### src/rtl/mem_port_arbiter_if.sv
`default_nettype none
// ============================================================================
// Module      : mem_port_arbiter_if
// Description : Bus bundle between the core requesters, the arbiter and the
//               backing-memory port.
// Revision    : 1.0 - initial release
// ============================================================================
interface mem_port_arbiter_if #(
    parameter int ADDR_W = 32,
    parameter int DATA_W = 32
);
    logic              i_req;
    logic [ADDR_W-1:0] i_addr;
    logic              i_ack;
    logic [DATA_W-1:0] i_rdata;

    logic              d_req;
    logic              d_we;
    logic [1:0]        d_size;
    logic [ADDR_W-1:0] d_addr;
    logic [DATA_W-1:0] d_wdata;
    logic              d_ack;
    logic [DATA_W-1:0] d_rdata;

    logic              mem_req;
    logic              mem_we;
    logic [1:0]        mem_size;
    logic [ADDR_W-1:0] mem_addr;
    logic [DATA_W-1:0] mem_wdata;
    logic              mem_ack;
    logic [DATA_W-1:0] mem_rdata;

    logic              stall;
    logic              timeout_err;

    // Arbiter side
    modport slave (
        input  i_req, i_addr, d_req, d_we, d_size, d_addr, d_wdata,
        input  mem_ack, mem_rdata,
        output i_ack, i_rdata, d_ack, d_rdata,
        output mem_req, mem_we, mem_size, mem_addr, mem_wdata,
        output stall, timeout_err
    );

    // Environment side: core requesters plus memory responder
    modport master (
        output i_req, i_addr, d_req, d_we, d_size, d_addr, d_wdata,
        output mem_ack, mem_rdata,
        input  i_ack, i_rdata, d_ack, d_rdata,
        input  mem_req, mem_we, mem_size, mem_addr, mem_wdata,
        input  stall, timeout_err
    );
endinterface
`default_nettype wire

### src/rtl/mem_port_arbiter.sv
`default_nettype none
// ============================================================================
// Module      : mem_port_arbiter
// Description : Shares one memory port between fetch and load/store; data
//               first with fetch anti-starvation, watchdog abort on hangs.
// Revision    : 1.0 - initial release
// ============================================================================
module mem_port_arbiter #(
    parameter int ADDR_W     = 32,
    parameter int DATA_W     = 32,
    parameter int STARVE_MAX = 4,
    parameter int TIMEOUT    = 1023
) (
    input  wire logic          CLK_CPU,
    input  wire logic          reset,
    mem_port_arbiter_if.slave  bus
);

    localparam int SC_W = $clog2(STARVE_MAX + 1);
    localparam int WD_W = $clog2(TIMEOUT + 1);

    localparam logic [SC_W-1:0] C_STARVE_MAX = SC_W'(STARVE_MAX);
    localparam logic [SC_W-1:0] C_SC_ONE     = SC_W'(1);
    localparam logic [WD_W-1:0] C_WD_LAST    = WD_W'(TIMEOUT - 1);
    localparam logic [WD_W-1:0] C_WD_ONE     = WD_W'(1);
    localparam logic [1:0]      C_SIZE_WORD  = 2'b10;

    typedef enum logic [1:0] {
        ST_IDLE   = 2'd0,
        ST_BUSY_I = 2'd1,
        ST_BUSY_D = 2'd2
    } state_t;

    state_t            state_q,     state_d;
    logic [SC_W-1:0]   starve_q,    starve_d;
    logic [WD_W-1:0]   wd_q,        wd_d;
    logic              mem_req_q,   mem_req_d;
    logic              mem_we_q,    mem_we_d;
    logic [1:0]        mem_size_q,  mem_size_d;
    logic [ADDR_W-1:0] mem_addr_q,  mem_addr_d;
    logic [DATA_W-1:0] mem_wdata_q, mem_wdata_d;
    logic              err_q,       err_d;

    logic w_busy;
    logic w_expire;
    logic w_done;
    logic w_grant_d;

    always_ff @(posedge CLK_CPU) begin
        if (reset) begin
            state_q     <= ST_IDLE;
            starve_q    <= '0;
            wd_q        <= '0;
            mem_req_q   <= 1'b0;
            mem_we_q    <= 1'b0;
            mem_size_q  <= 2'b00;
            mem_addr_q  <= '0;
            mem_wdata_q <= '0;
            err_q       <= 1'b0;
        end else begin
            state_q     <= state_d;
            starve_q    <= starve_d;
            wd_q        <= wd_d;
            mem_req_q   <= mem_req_d;
            mem_we_q    <= mem_we_d;
            mem_size_q  <= mem_size_d;
            mem_addr_q  <= mem_addr_d;
            mem_wdata_q <= mem_wdata_d;
            err_q       <= err_d;
        end
    end

    // A real mem_ack in the watchdog's last cycle takes precedence over abort
    assign w_busy    = (state_q != ST_IDLE);
    assign w_expire  = w_busy && !bus.mem_ack && (wd_q == C_WD_LAST);
    assign w_done    = w_busy && (bus.mem_ack || w_expire);
    assign w_grant_d = bus.d_req && (!bus.i_req || (starve_q != C_STARVE_MAX));

    always_comb begin
        state_d     = state_q;
        starve_d    = starve_q;
        wd_d        = wd_q;
        mem_req_d   = mem_req_q;
        mem_we_d    = mem_we_q;
        mem_size_d  = mem_size_q;
        mem_addr_d  = mem_addr_q;
        mem_wdata_d = mem_wdata_q;
        err_d       = err_q;

        case (state_q)
            ST_IDLE: begin
                if (w_grant_d) begin
                    state_d     = ST_BUSY_D;
                    mem_req_d   = 1'b1;
                    mem_we_d    = bus.d_we;
                    mem_size_d  = bus.d_size;
                    mem_addr_d  = bus.d_addr;
                    mem_wdata_d = bus.d_wdata;
                    wd_d        = '0;
                    if (!bus.i_req) begin
                        starve_d = '0;
                    end else if (starve_q != C_STARVE_MAX) begin
                        starve_d = starve_q + C_SC_ONE;
                    end
                end else if (bus.i_req) begin
                    state_d     = ST_BUSY_I;
                    mem_req_d   = 1'b1;
                    mem_we_d    = 1'b0;
                    mem_size_d  = C_SIZE_WORD;
                    mem_addr_d  = bus.i_addr;
                    mem_wdata_d = '0;
                    wd_d        = '0;
                    starve_d    = '0;
                end
            end
            ST_BUSY_I, ST_BUSY_D: begin
                if (w_done) begin
                    state_d   = ST_IDLE;
                    mem_req_d = 1'b0;
                    if (w_expire) begin
                        err_d = 1'b1;
                    end
                end else begin
                    wd_d = wd_q + C_WD_ONE;
                end
            end
            default: begin
                state_d   = ST_IDLE;
                mem_req_d = 1'b0;
            end
        endcase
    end

    assign bus.mem_req     = mem_req_q;
    assign bus.mem_we      = mem_we_q;
    assign bus.mem_size    = mem_size_q;
    assign bus.mem_addr    = mem_addr_q;
    assign bus.mem_wdata   = mem_wdata_q;
    assign bus.timeout_err = err_q;

    // Acks are combinational from mem_ack; an aborted transaction returns zero data
    assign bus.i_ack   = (state_q == ST_BUSY_I) && w_done;
    assign bus.d_ack   = (state_q == ST_BUSY_D) && w_done;
    assign bus.i_rdata = (bus.i_ack && bus.mem_ack) ? bus.mem_rdata : '0;
    assign bus.d_rdata = (bus.d_ack && bus.mem_ack) ? bus.mem_rdata : '0;

    assign bus.stall = (bus.i_req && !bus.i_ack) || (bus.d_req && !bus.d_ack);

endmodule
`default_nettype wire

### src/flat_wrapper.sv
// flat-port wrapper written by rule: the top's interface ports become plain ports
module mem_port_arbiter_flat 
#(
    parameter int ADDR_W     = 32,
    parameter int DATA_W     = 32,
    parameter int STARVE_MAX = 4,
    parameter int TIMEOUT    = 1023
)
  (CLK_CPU, reset, bus_i_req, bus_i_addr, bus_d_req, bus_d_we, bus_d_size, bus_d_addr, bus_d_wdata, bus_mem_ack, bus_mem_rdata, bus_i_ack, bus_i_rdata, bus_d_ack, bus_d_rdata, bus_mem_req, bus_mem_we, bus_mem_size, bus_mem_addr, bus_mem_wdata, bus_stall, bus_timeout_err);
  mem_port_arbiter_if #(.ADDR_W(ADDR_W), .DATA_W(DATA_W)) bus_i ();
  input  wire logic CLK_CPU;
  input  wire logic reset;
  input wire logic [$bits(bus_i.i_req)-1:0] bus_i_req;
  input wire logic [$bits(bus_i.i_addr)-1:0] bus_i_addr;
  input wire logic [$bits(bus_i.d_req)-1:0] bus_d_req;
  input wire logic [$bits(bus_i.d_we)-1:0] bus_d_we;
  input wire logic [$bits(bus_i.d_size)-1:0] bus_d_size;
  input wire logic [$bits(bus_i.d_addr)-1:0] bus_d_addr;
  input wire logic [$bits(bus_i.d_wdata)-1:0] bus_d_wdata;
  input wire logic [$bits(bus_i.mem_ack)-1:0] bus_mem_ack;
  input wire logic [$bits(bus_i.mem_rdata)-1:0] bus_mem_rdata;
  output wire logic [$bits(bus_i.i_ack)-1:0] bus_i_ack;
  output wire logic [$bits(bus_i.i_rdata)-1:0] bus_i_rdata;
  output wire logic [$bits(bus_i.d_ack)-1:0] bus_d_ack;
  output wire logic [$bits(bus_i.d_rdata)-1:0] bus_d_rdata;
  output wire logic [$bits(bus_i.mem_req)-1:0] bus_mem_req;
  output wire logic [$bits(bus_i.mem_we)-1:0] bus_mem_we;
  output wire logic [$bits(bus_i.mem_size)-1:0] bus_mem_size;
  output wire logic [$bits(bus_i.mem_addr)-1:0] bus_mem_addr;
  output wire logic [$bits(bus_i.mem_wdata)-1:0] bus_mem_wdata;
  output wire logic [$bits(bus_i.stall)-1:0] bus_stall;
  output wire logic [$bits(bus_i.timeout_err)-1:0] bus_timeout_err;
  assign bus_i.i_req = bus_i_req;
  assign bus_i.i_addr = bus_i_addr;
  assign bus_i.d_req = bus_d_req;
  assign bus_i.d_we = bus_d_we;
  assign bus_i.d_size = bus_d_size;
  assign bus_i.d_addr = bus_d_addr;
  assign bus_i.d_wdata = bus_d_wdata;
  assign bus_i.mem_ack = bus_mem_ack;
  assign bus_i.mem_rdata = bus_mem_rdata;
  assign bus_i_ack = bus_i.i_ack;
  assign bus_i_rdata = bus_i.i_rdata;
  assign bus_d_ack = bus_i.d_ack;
  assign bus_d_rdata = bus_i.d_rdata;
  assign bus_mem_req = bus_i.mem_req;
  assign bus_mem_we = bus_i.mem_we;
  assign bus_mem_size = bus_i.mem_size;
  assign bus_mem_addr = bus_i.mem_addr;
  assign bus_mem_wdata = bus_i.mem_wdata;
  assign bus_stall = bus_i.stall;
  assign bus_timeout_err = bus_i.timeout_err;
  mem_port_arbiter #(.ADDR_W(ADDR_W), .DATA_W(DATA_W), .STARVE_MAX(STARVE_MAX), .TIMEOUT(TIMEOUT)) u_core (.CLK_CPU(CLK_CPU), .reset(reset), .bus(bus_i));
endmodule
### config.mk
export PLATFORM = sky130hd
export DESIGN_NAME = mem_port_arbiter_flat
export DESIGN_NICKNAME = d
export VERILOG_FILES = /design/src/rtl/mem_port_arbiter_if.sv /design/src/rtl/mem_port_arbiter.sv /design/src/flat_wrapper.sv
export SDC_FILE = /design/constraint.sdc
export NUM_CORES = 1
export LEC_CHECK = 0
export CAP_MARGIN = 5
export CORE_UTILIZATION = 35
export DETAILED_ROUTE_END_ITERATION = 12
export PLACE_DENSITY = 0.81
export SLEW_MARGIN = 20
export SYNTH_ARGS = -nofsm -noshare
export SYNTH_HDL_FRONTEND = slang
export SYNTH_SLANG_ARGS = --single-unit
### constraint.sdc
create_clock -name CLK_CPU -period 4.6 [get_ports CLK_CPU]
set_input_delay 0.92 -clock CLK_CPU [delete_from_list [all_inputs] [get_ports CLK_CPU]]
set_output_delay 0.92 -clock CLK_CPU [all_outputs]
set_load 0.03 [all_outputs]
==> flow_summary_export.csv <==
group,metric,value,unit
logic_synthesis,synth-main-ff-cell,"dfxtp_1",
critical_path,cp.arrival,3.11,ns
cells_and_area,ff_latch_area,1680,um^2
logic_synthesis,ys_async_sr_fraction,0,%
critical_path,cp_num_buf_inv,2,
drt,via_per_inst,5.13,
floorplan,io_pins,272,
clock_network,cts_tree,"built",
timing,setup_viol,0,
power_and_ir_drop,switching_share,33.8,%
logic_synthesis,ys_types,42,
critical_path,worstPathCellList,"clkdlybuf4s50_1, and3b_1, and2_1, clkdlybuf4s50_1",
placed_design,preCtsSetupSlack,0.550,ns
floorplan,fp.dieArea,12100,um^2
clock_network,cts_made_buffers,9,
critical_path,cp.required,3.68,ns
logic_synthesis,synth_edf_count,0,
flow_run,maxCapViolations,0,
clock_network,postCtsHoldBufs,0,
logic_synthesis,yosys_warnings,0,
logic_synthesis,seq_area_frac_synth,41.1,%
drt,ant_nets,0,
cells_and_area,layout-drive-gt1-share,4.38,%
drt,routed_wl,14500,um
grt,grt_start_max_net_pins,66,
clock_network,cts.repair.resized,0,
power_and_ir_drop,clkPwrFrac,30.0,%
logic_synthesis,synth-seq-cells,84,
grt,overflow,0,
cells_and_area,n_fill_cell,979,
logic_synthesis,syn_area,4090,um^2
timing,fmax,248,MHz
floorplan,rows,39,
drt,firstDrtPassIters,5,
cells_and_area,num-nets-final,915,
drt,via_count,4727,
timing,skew,0.00925,ns
critical_path,cp-end-kind,"primary output",
timing,relSlewSlack,42.4,%
critical_path,path_delay_family,"buffers and inverters",
power_and_ir_drop,net-switching-power,868,uW
timing,final_max_slew_viol_count,0,
critical_path,crit_path_start_kind,"input pin",
cells_and_area,area_growth,75.4,%
floorplan,dieHeight,110,um
placed_design,routabilityCongestion,0.824,
placed_design,port_buffers,271,
clock_network,clk_latency,0.33,ns
power_and_ir_drop,powerDensity,358,nW/um^2
clock_network,root_buffer,"clkbuf_16",
logic_synthesis,syn-num-nets,670,
timing,finalCriticalPeriod,4.03,ns
cells_and_area,most-common-layout-cells,"clkdlybuf4s50_1, nand2_1, dfxtp_1",
grt,grt_pass1_wl,21300,um
placed_design,hpwl,10900,um
drt,drcViolationCount,0,
clock_network,postCtsSetupBuffers,0,
cells_and_area,layout_commonest_cell,"clkdlybuf4s50_1",
critical_path,cpPeakStageDelay,0.69,ns
timing,whs,0.452,ns
floorplan,initial_core_util,35.8,%
clock_network,clock_path_buffers,2,
run_status,status,"finished clean",
power_and_ir_drop,max-vdd-ir-drop,0.000215,V
cells_and_area,multiInputGateArea,2190,um^2
critical_path,cp_common_cell,"clkdlybuf4s50_1",
logic_synthesis,netlist_instances,527,
floorplan,fp.dieW,110,um
timing,worst_pin_slew,0.864,ns
timing,finalWorstSetupSlack,0.569,ns
drt,first_iter_violations,280,
clock_network,cts_max_level,3,
timing,hold_viol,0,
power_and_ir_drop,combPwrFrac,35.8,%
cells_and_area,final_core_util,62.8,%
power_and_ir_drop,p_seq_share,34.2,%
timing,rsz0062_at_grt,"no",
clock_network,clock-sinks,84,
timing,fin_crit_sh,87.6,%
logic_synthesis,synth_area_per_cell,7.76,um^2
min_path,hp-class,"flip-flop to flip-flop",
clock_network,clkTransAtPathRegs,0.06,ns
power_and_ir_drop,p_leak,0.00268,uW
drt,wl_per_cell,15.7,um
timing,setup_tns,0,ns
grt,grt_util_all_layers,22.7,%
power_and_ir_drop,intPower,1700,uW
critical_path,critical_path_class,"input pin to primary output",
floorplan,core_area,11400,um^2
critical_path,path_max_fanout,32,
grt,grt_pass1_vias,4456,
critical_path,critical_path.slowest_cell,"and3b_1",
grt,antenna_found_initial,1,
[power groups by stage]
| stage | Clock [uW] | Sequential, uW | Combinational (uW) |
|---|---|---|---|
| after floorplan | 0 | 1060 | 360 |
| after CTS | 784 | 877 | 927 |
| after global routing | 811 | 889 | 985 |
| final | 770 | 877 | 920 |
| after detailed placement | 0 | 892 | 922 |
| after global placement | 0 | 886 | 903 |
[cell usage after synthesis (2+ instances only)]
library cell,count,area [um^2]
nand2_1,110,413
dfxtp_1,84,1680
and2_1,65,407
a21oi_1,45,225
nand3_1,39,195
nor2_1,35,131
a311oi_1,32,280
clkbuf_1,26,97.6
inv_1,11,41.3
buf_2,8,40.0
buf_1,7,26.3
ha_1,7,87.6
nand4_1,6,37.5
mux2i_1,4,40.0
nand2b_1,4,25.0
o31ai_1,4,30.0
or4_1,4,30.0
and4_1,3,26.3
nor4_1,3,18.8
o21ai_0,3,15.0
a22o_1,2,17.5
a31o_2,2,17.5
and3b_1,2,17.5
and3b_2,2,20.0
buf_6,2,22.5
[per-layer routing]
metal  share of wire [%]  routed length, um  up-vias  global-route usage, %
li1                    -                  -     2303                      -
met1                  37               5380     2169                   24.3
met2                  51               7350      226                   40.7
met3                 9.1               1320       29                   6.47
met4                 3.1                449        0                   11.0
met5                   0                  0        -                      0
[final timing paths]
path | startpoint | end | slack, ns | cells past startpoint
setup reg to reg | u_core.state_q[0] | u_core.bus.mem_addr[14] | 2.12 | 6
hold / removal | u_core.bus.mem_wdata[0] | u_core.bus.mem_wdata[0] | 0.45 | 2
hold reg to reg | u_core.bus.mem_wdata[0] | u_core.bus.mem_wdata[0] | 0.45 | 2
setup / recovery | bus_mem_ack | bus_d_rdata[14] | 0.57 | 4
[final cells by class]
type,count,share of cell area (%)
Tap cell,143,2.49
Inverter,11,0.576
Clock inverter,5,1.05
Clock buffer,11,3.38
Multi-Input combinational cell,388,30.5
Antenna cell,1,0.0349
Timing Repair Buffer,278,38.5
Sequential cell,84,23.4
[per-stage QoR]
step | instance area [um^2] | instances | power (uW)
finish | 7170 | 921 | 2570
CTS | 7170 | 920 | 2590
global placement | 6850 | 904 | 1790
global route | 7170 | 921 | 2680
detailed placement | 6850 | 904 | 1810
floorplan | 4090 | 527 | 1420
[tightest hold or removal path: cells and delay by family, from the launching register on]
kind / cells / cell delay, ns
DFF: 1 / 0.31
and+or+nand+nor: 1 / 0.05
AOI/OAI and AO/OA: 1 / 0.05
[sequential cells by signal, summed over array words and instances, names as in the netlist]
signal,flops
u_core.bus.timeout_err,1
u_core.wd_q,10
u_core.bus.mem_req,1
u_core.starve_q,3
u_core.bus.mem_we,1
u_core.bus.mem_wdata,32
u_core.bus.mem_size,2
u_core.bus.mem_addr,32
u_core.state_q,2
[cell families (layout without fill, tap and decap cells)]
family | count (synthesis) | count (layout) | synth area share (%)
buffers and inverters | 55 | 305 | 5.75
multiplexers | 4 | 4 | 0.979
flip-flops | 84 | 84 | 41.1
AND/OR/NAND/NOR | 280 | 280 | 33.8
AO/OA/AOI/OAI | 97 | 97 | 16.2
other | 0 | 1 | 0
adder cells (fa/ha/maj) | 7 | 7 | 2.14
No activity file was read; power rests on OpenSTA's default activity.
==> edit 1, RTL diff (same flow settings) <==
Encoding of `state_t`: now one-hot (3 bits for 3 states).
--- a/src/rtl/mem_port_arbiter.sv
+++ b/src/rtl/mem_port_arbiter.sv
@@ -25,10 +25,10 @@
     localparam logic [WD_W-1:0] C_WD_ONE     = WD_W'(1);
     localparam logic [1:0]      C_SIZE_WORD  = 2'b10;
 
-    typedef enum logic [1:0] {
-        ST_IDLE   = 2'd0,
-        ST_BUSY_I = 2'd1,
-        ST_BUSY_D = 2'd2
+    typedef enum logic [2:0] {
+        ST_IDLE   = 3'b001,
+        ST_BUSY_I = 3'b010,
+        ST_BUSY_D = 3'b100
     } state_t;
 
     state_t            state_q,     state_d;
Formal check against the unedited RTL: no difference found for any inputs over 10 cycles, from zero or initial values and one cycle with reset high; not proved beyond that.
==> edit 1 against the unedited design <==
Routed wire length grew 1.0%. Worst setup slack better by 0.35 ns. Global-route usage is 0.41 points higher. Largest cell class unchanged. Register-to-register slack gained 0.02 ns. Sequential power shrank 3.6%. Sequential cell count is 1 higher. Design area hardly changed. Power fell by 9.2%. Area after synthesis decreased by 1.4%. Clock power increased by 7.8%. Largest power group is now sequential cells.
==> edit 1: results (changes against the unedited design) <==
ys_warn_count: 0  # unchanged
synth_commonest_cells: "dfxtp_1, nor2_1, nand2_1, and3_1, a22oi_1"
diodes: 0  # -1
gr-total-overflow: 0  # unchanged
synthTopCellsByArea: "dfxtp_1, and3_1, nor2_1"
dp_hpwl_um: 10700  # -1.4%
mappedNetlistNets: 645  # -3.7%
cp_slowest_stage_delay_ns: 0.68
cp-startpoint: "bus_mem_ack"
wire_per_inst_um: 16.4  # +3.9%
gp_congestion: 0.886  # +7.6%
grt_pass1_wl_um: 21800  # +2.2%
regToRegStartpoint: "u_core.state_q[0]"
min_from: "u_core.starve_q[0]"
grt_use_met3_pct: 5.81  # -0.66 points
critPathTopFamily: "buffers and inverters"
placedInstanceArea_sq_um: 6820  # -0.42%
layout-drive-gt1-share_pct: 4.50  # +0.13 points
grt_start_max_net_pins: 71  # +7.6%
ir_drop_uv: 216  # +0.50%
fin_nets: 891  # -2.6%
cp.arrival_ns: 2.76  # -0.35 ns
first_global_vias: 4360  # -2.2%
synth-seq-area-share_pct: 42.2  # +1.1 points
cts_sinks: 85  # +1.2%
met2_usage_pct: 39.3  # -1.4 points
finClkSkew_ns: 0.00546  # -0.00379 ns
antenna_found_initial: 0  # -1
post-place-ws_ns: 0.944  # +0.394 ns
outcome: "completed"
grt_usage_pct: 23.1  # +0.41 points
drt-initial-drc-count: 396  # +41%
ys.flop_type: "dfxtp_1"
power.leakage_nw: 2.91  # +8.6%
grt_use_met1_pct: 28.6  # +4.3 points
crit_fanout: 70  # +120%
worstMarginPinSlew_ns: 0.794  # -0.0695 ns
route.vias.total: 4741  # +0.30%
ys_types: 40  # -4.8%
dr.pass1.iters: 5  # unchanged
ys_async_sr_fraction_pct: 0  # unchanged
crit_slowest_cell: "clkdlybuf4s50_1"
-- edit 1: final timing paths --
path                                   to  slack (ns)  depth (start not counted)
setup / recovery          bus_d_rdata[17]        0.92                          4
hold / removal         u_core.starve_q[0]        0.47                          2
hold reg to reg        u_core.starve_q[0]        0.47                          2
setup reg to reg  u_core.bus.mem_addr[18]        2.14                          5
-- edit 1: per-stage QoR --
| step | utilization, % | std cells |
|---|---|---|
| final | 65.0 | 895 |
| after CTS | 65.0 | 895 |
| after detailed placement | 61.8 | 880 |
| after floorplan | - | 505 |
| after global placement | 61.7 | 879 |
| after global routing | 65.0 | 895 |
-- edit 1: worst min-delay path: stages (launching register included) --
cell	delay [ns]
dfxtp_1	0.32
nand2_1	0.06
a21oi_1	0.05
-- edit 1: cell type report --
class,count,area [sq um]
fillers,959,3860
flip-flops and latches,85,1700
clock inverters,5,108
inverters,9,33.8
clock buffers,10,239
repair buffers,281,2790
well taps,140,175
multi-input cells,365,2120
-- edit 1: per-layer routing --
layer  vias to the layer above  routed length (um)
met2                       203                7390
li1                       2303                   -
met1                      2219                5890
met3                        16                1130
met4                         0                 228
met5                         -                   0
-- edit 1: where the power goes --
group	switching [W]	internal [W]
sequential	0.0000398	0.000805
combinational	0.000360	0.000298
clock	0.000284	0.000545
total	0.000684	0.00165
-- edit 1: cell families (layout without fill, tap and decap cells) --
logic type | Yosys count | in the layout | share of synthesized area, %
and+or+nand+nor | 261 | 261 | 31.2
AOI/OAI and AO/OA | 95 | 95 | 18.6
DFF | 85 | 85 | 42.2
buffers and inverters | 55 | 305 | 5.58
adders and majority gates | 4 | 4 | 1.24
muxes | 4 | 4 | 0.993
xor gates and xnor gates | 1 | 1 | 0.217
==> edit 2, RTL diff (config.mk and constraints unchanged) <==
Made on the original files. `STARVE_MAX` is set to 4 in 2 places; all go to 8.
--- a/src/rtl/mem_port_arbiter.sv
+++ b/src/rtl/mem_port_arbiter.sv
@@ -8,7 +8,7 @@
 module mem_port_arbiter #(
     parameter int ADDR_W     = 32,
     parameter int DATA_W     = 32,
-    parameter int STARVE_MAX = 4,
+    parameter int STARVE_MAX = 8,
     parameter int TIMEOUT    = 1023
 ) (
     input  wire logic          CLK_CPU,
--- a/src/flat_wrapper.sv
+++ b/src/flat_wrapper.sv
@@ -3,7 +3,7 @@
 #(
     parameter int ADDR_W     = 32,
     parameter int DATA_W     = 32,
-    parameter int STARVE_MAX = 4,
+    parameter int STARVE_MAX = 8,
     parameter int TIMEOUT    = 1023
 )
   (CLK_CPU, reset, bus_i_req, bus_i_addr, bus_d_req, bus_d_we, bus_d_size, bus_d_addr, bus_d_wdata, bus_mem_ack, bus_mem_rdata, bus_i_ack, bus_i_rdata, bus_d_ack, bus_d_rdata, bus_mem_req, bus_mem_we, bus_mem_size, bus_mem_addr, bus_mem_wdata, bus_stall, bus_timeout_err);
Formal check against the unedited RTL: not equivalent (Yosys sat finds a counterexample within 10 cycles, from zero or initial values and one cycle with reset high).
==> edit 2 against the unedited design <==
Final cell count is 0.98% higher. Power is 6.1% lower. Die area is 0.30% lower. Combinational power is 14% lower. Design area is 0.10% higher. Sequential cell count is 1 higher. Worst setup slack better by 0.0098 ns. Global-route usage is 0.57 points higher. First-iteration DRC count is 26% lower. Area after synthesis is 0.31% lower. Routed wire length is 0.83% lower. Critical path type unchanged. Largest cell class unchanged.
==> edit 2: results (changes against the unedited design) <==
layout-drive-gt1-share_pct: 3.45  # -0.92 points
r2r_cells: 7  # +1
vias_per_cell: 5.11  # -0.53%
drtAntennaViolNets: 0  # unchanged
gp_congestion: 0.887  # +7.7%
grt_usage_pct: 23.2  # +0.57 points
first_global_vias: 4373  # -1.9%
setup_tns_ns: 0  # unchanged
cts_resized: 0  # unchanged
antenna_found_initial: 5  # +4
outcome: "completed"
ys_types: 35  # -17%
grt_start_max_net_pins: 57  # -14%
drt-initial-drc-count: 207  # -26%
cts.path.max_buffers: 2  # unchanged
portBuffers: 271  # unchanged
cp.arrival_ns: 3.10  # about the same
cts_setup_buffers: 0  # unchanged
maxSlewHeadroom_pct: 32.8  # -9.6 points
synth_commonest_cells: "nand2_1, dfxtp_1, and2_1, a21oi_1, nand3_1"
hold_depth: 2  # unchanged
fin_nets: 921  # +0.66%
wirelength_um: 14400  # -0.83%
ys_async_sr_fraction_pct: 0  # unchanged
dp_hpwl_um: 10800  # -1.0%
cts_inserted_buffers: 9  # unchanged
crit_fanout: 32  # unchanged
synth-seq-area-share_pct: 41.7  # +0.62 points
mappedNetlistNets: 676  # +0.90%
synthTopCellsByArea: "dfxtp_1, and2_1, nand2_1"
ys_warn_count: 0  # unchanged
dr.pass1.iters: 5  # unchanged
wire_per_inst_um: 15.5  # -1.8%
cts_root_buf: "clkbuf_16"
grt_pass1_wl_um: 21400  # +0.39%
hold_path.class: "register to register"
clock_latency_ns: 0.34
htree_levels: 3  # unchanged
clkTransAtPathRegs_ns: 0.06  # about the same
netlist_instances: 533  # +1.1%
power.leakage_nw: 2.65  # -1.2%
ir_drop_uv: 207  # -3.6%
dp_cells: 910  # +0.66%
ys.flop_type: "dfxtp_1"
finClkSkew_ns: 0.00615  # -0.00310 ns
-- edit 2: changes by cell type after synthesis, moves of 4 or more --
cell      unedited run  this run
clkbuf_1            26        37
buf_2                8         3
nand2_1            110       106
buf_1                7         2
and3_1               0         4
-- edit 2: area by class of cell --
class,count,area [sq um]
inverter,14,52.6
clock buffer,11,233
antenna,5,12.5
tap,143,179
multi-input combinational,392,2180
fill,962,4190
timing repair buffer,276,2750
clock inverter,4,73.8
sequential,85,1700
-- edit 2: power by group --
group          switching, W  internal (W)
combinational      0.000451      0.000337
clock              0.000284      0.000473
sequential        0.0000470      0.000818
total              0.000782       0.00163
-- edit 2: kinds of logic after synthesis --
| kind of cell | Yosys count | synth area share, % |
|---|---|---|
| buffers and inverters | 56 | 5.25 |
| muxes | 1 | 0.246 |
| and+or+nand+nor | 276 | 32.7 |
| adders and majority gates | 7 | 2.15 |
| DFF | 85 | 41.7 |
| AOI/OAI and AO/OA | 108 | 17.9 |
-- edit 2: final timing paths --
kind                                  end  slack (ns)               startpoint
setup / recovery          bus_i_rdata[15]        0.58              bus_mem_ack
hold / removal    u_core.bus.mem_wdata[3]        0.45  u_core.bus.mem_wdata[3]
setup reg to reg   u_core.bus.mem_addr[3]        2.04       u_core.starve_q[0]
hold reg to reg   u_core.bus.mem_wdata[3]        0.45  u_core.bus.mem_wdata[3]
-- edit 2: worst max-delay path, stage by stage --
cell             delay (ns)
clkdlybuf4s50_1        0.57
and3_1                 0.67
and2_1                 0.26
clkdlybuf4s50_1        0.67
-- edit 2: metal layers --
layer | wire length, um | track usage (%) | vias up
met3 | 1290 | 7.35 | 32
met1 | 4960 | 22.7 | 2153
met4 | 472 | 15.0 | 0
met5 | 0 | 0 | -
met2 | 7660 | 42.1 | 221
li1 | - | - | 2342
-- edit 2: stage by stage --
| stage | area [sq um] | worst slack, ns |
|---|---|---|
| after floorplan | 4080 | 1.72 |
| final | 7180 | 0.579 |
| after global placement | 6860 | 0.696 |
| after CTS | 7170 | 0.578 |
| after global routing | 7180 | 0.422 |
| after detailed placement | 6860 | 0.586 |
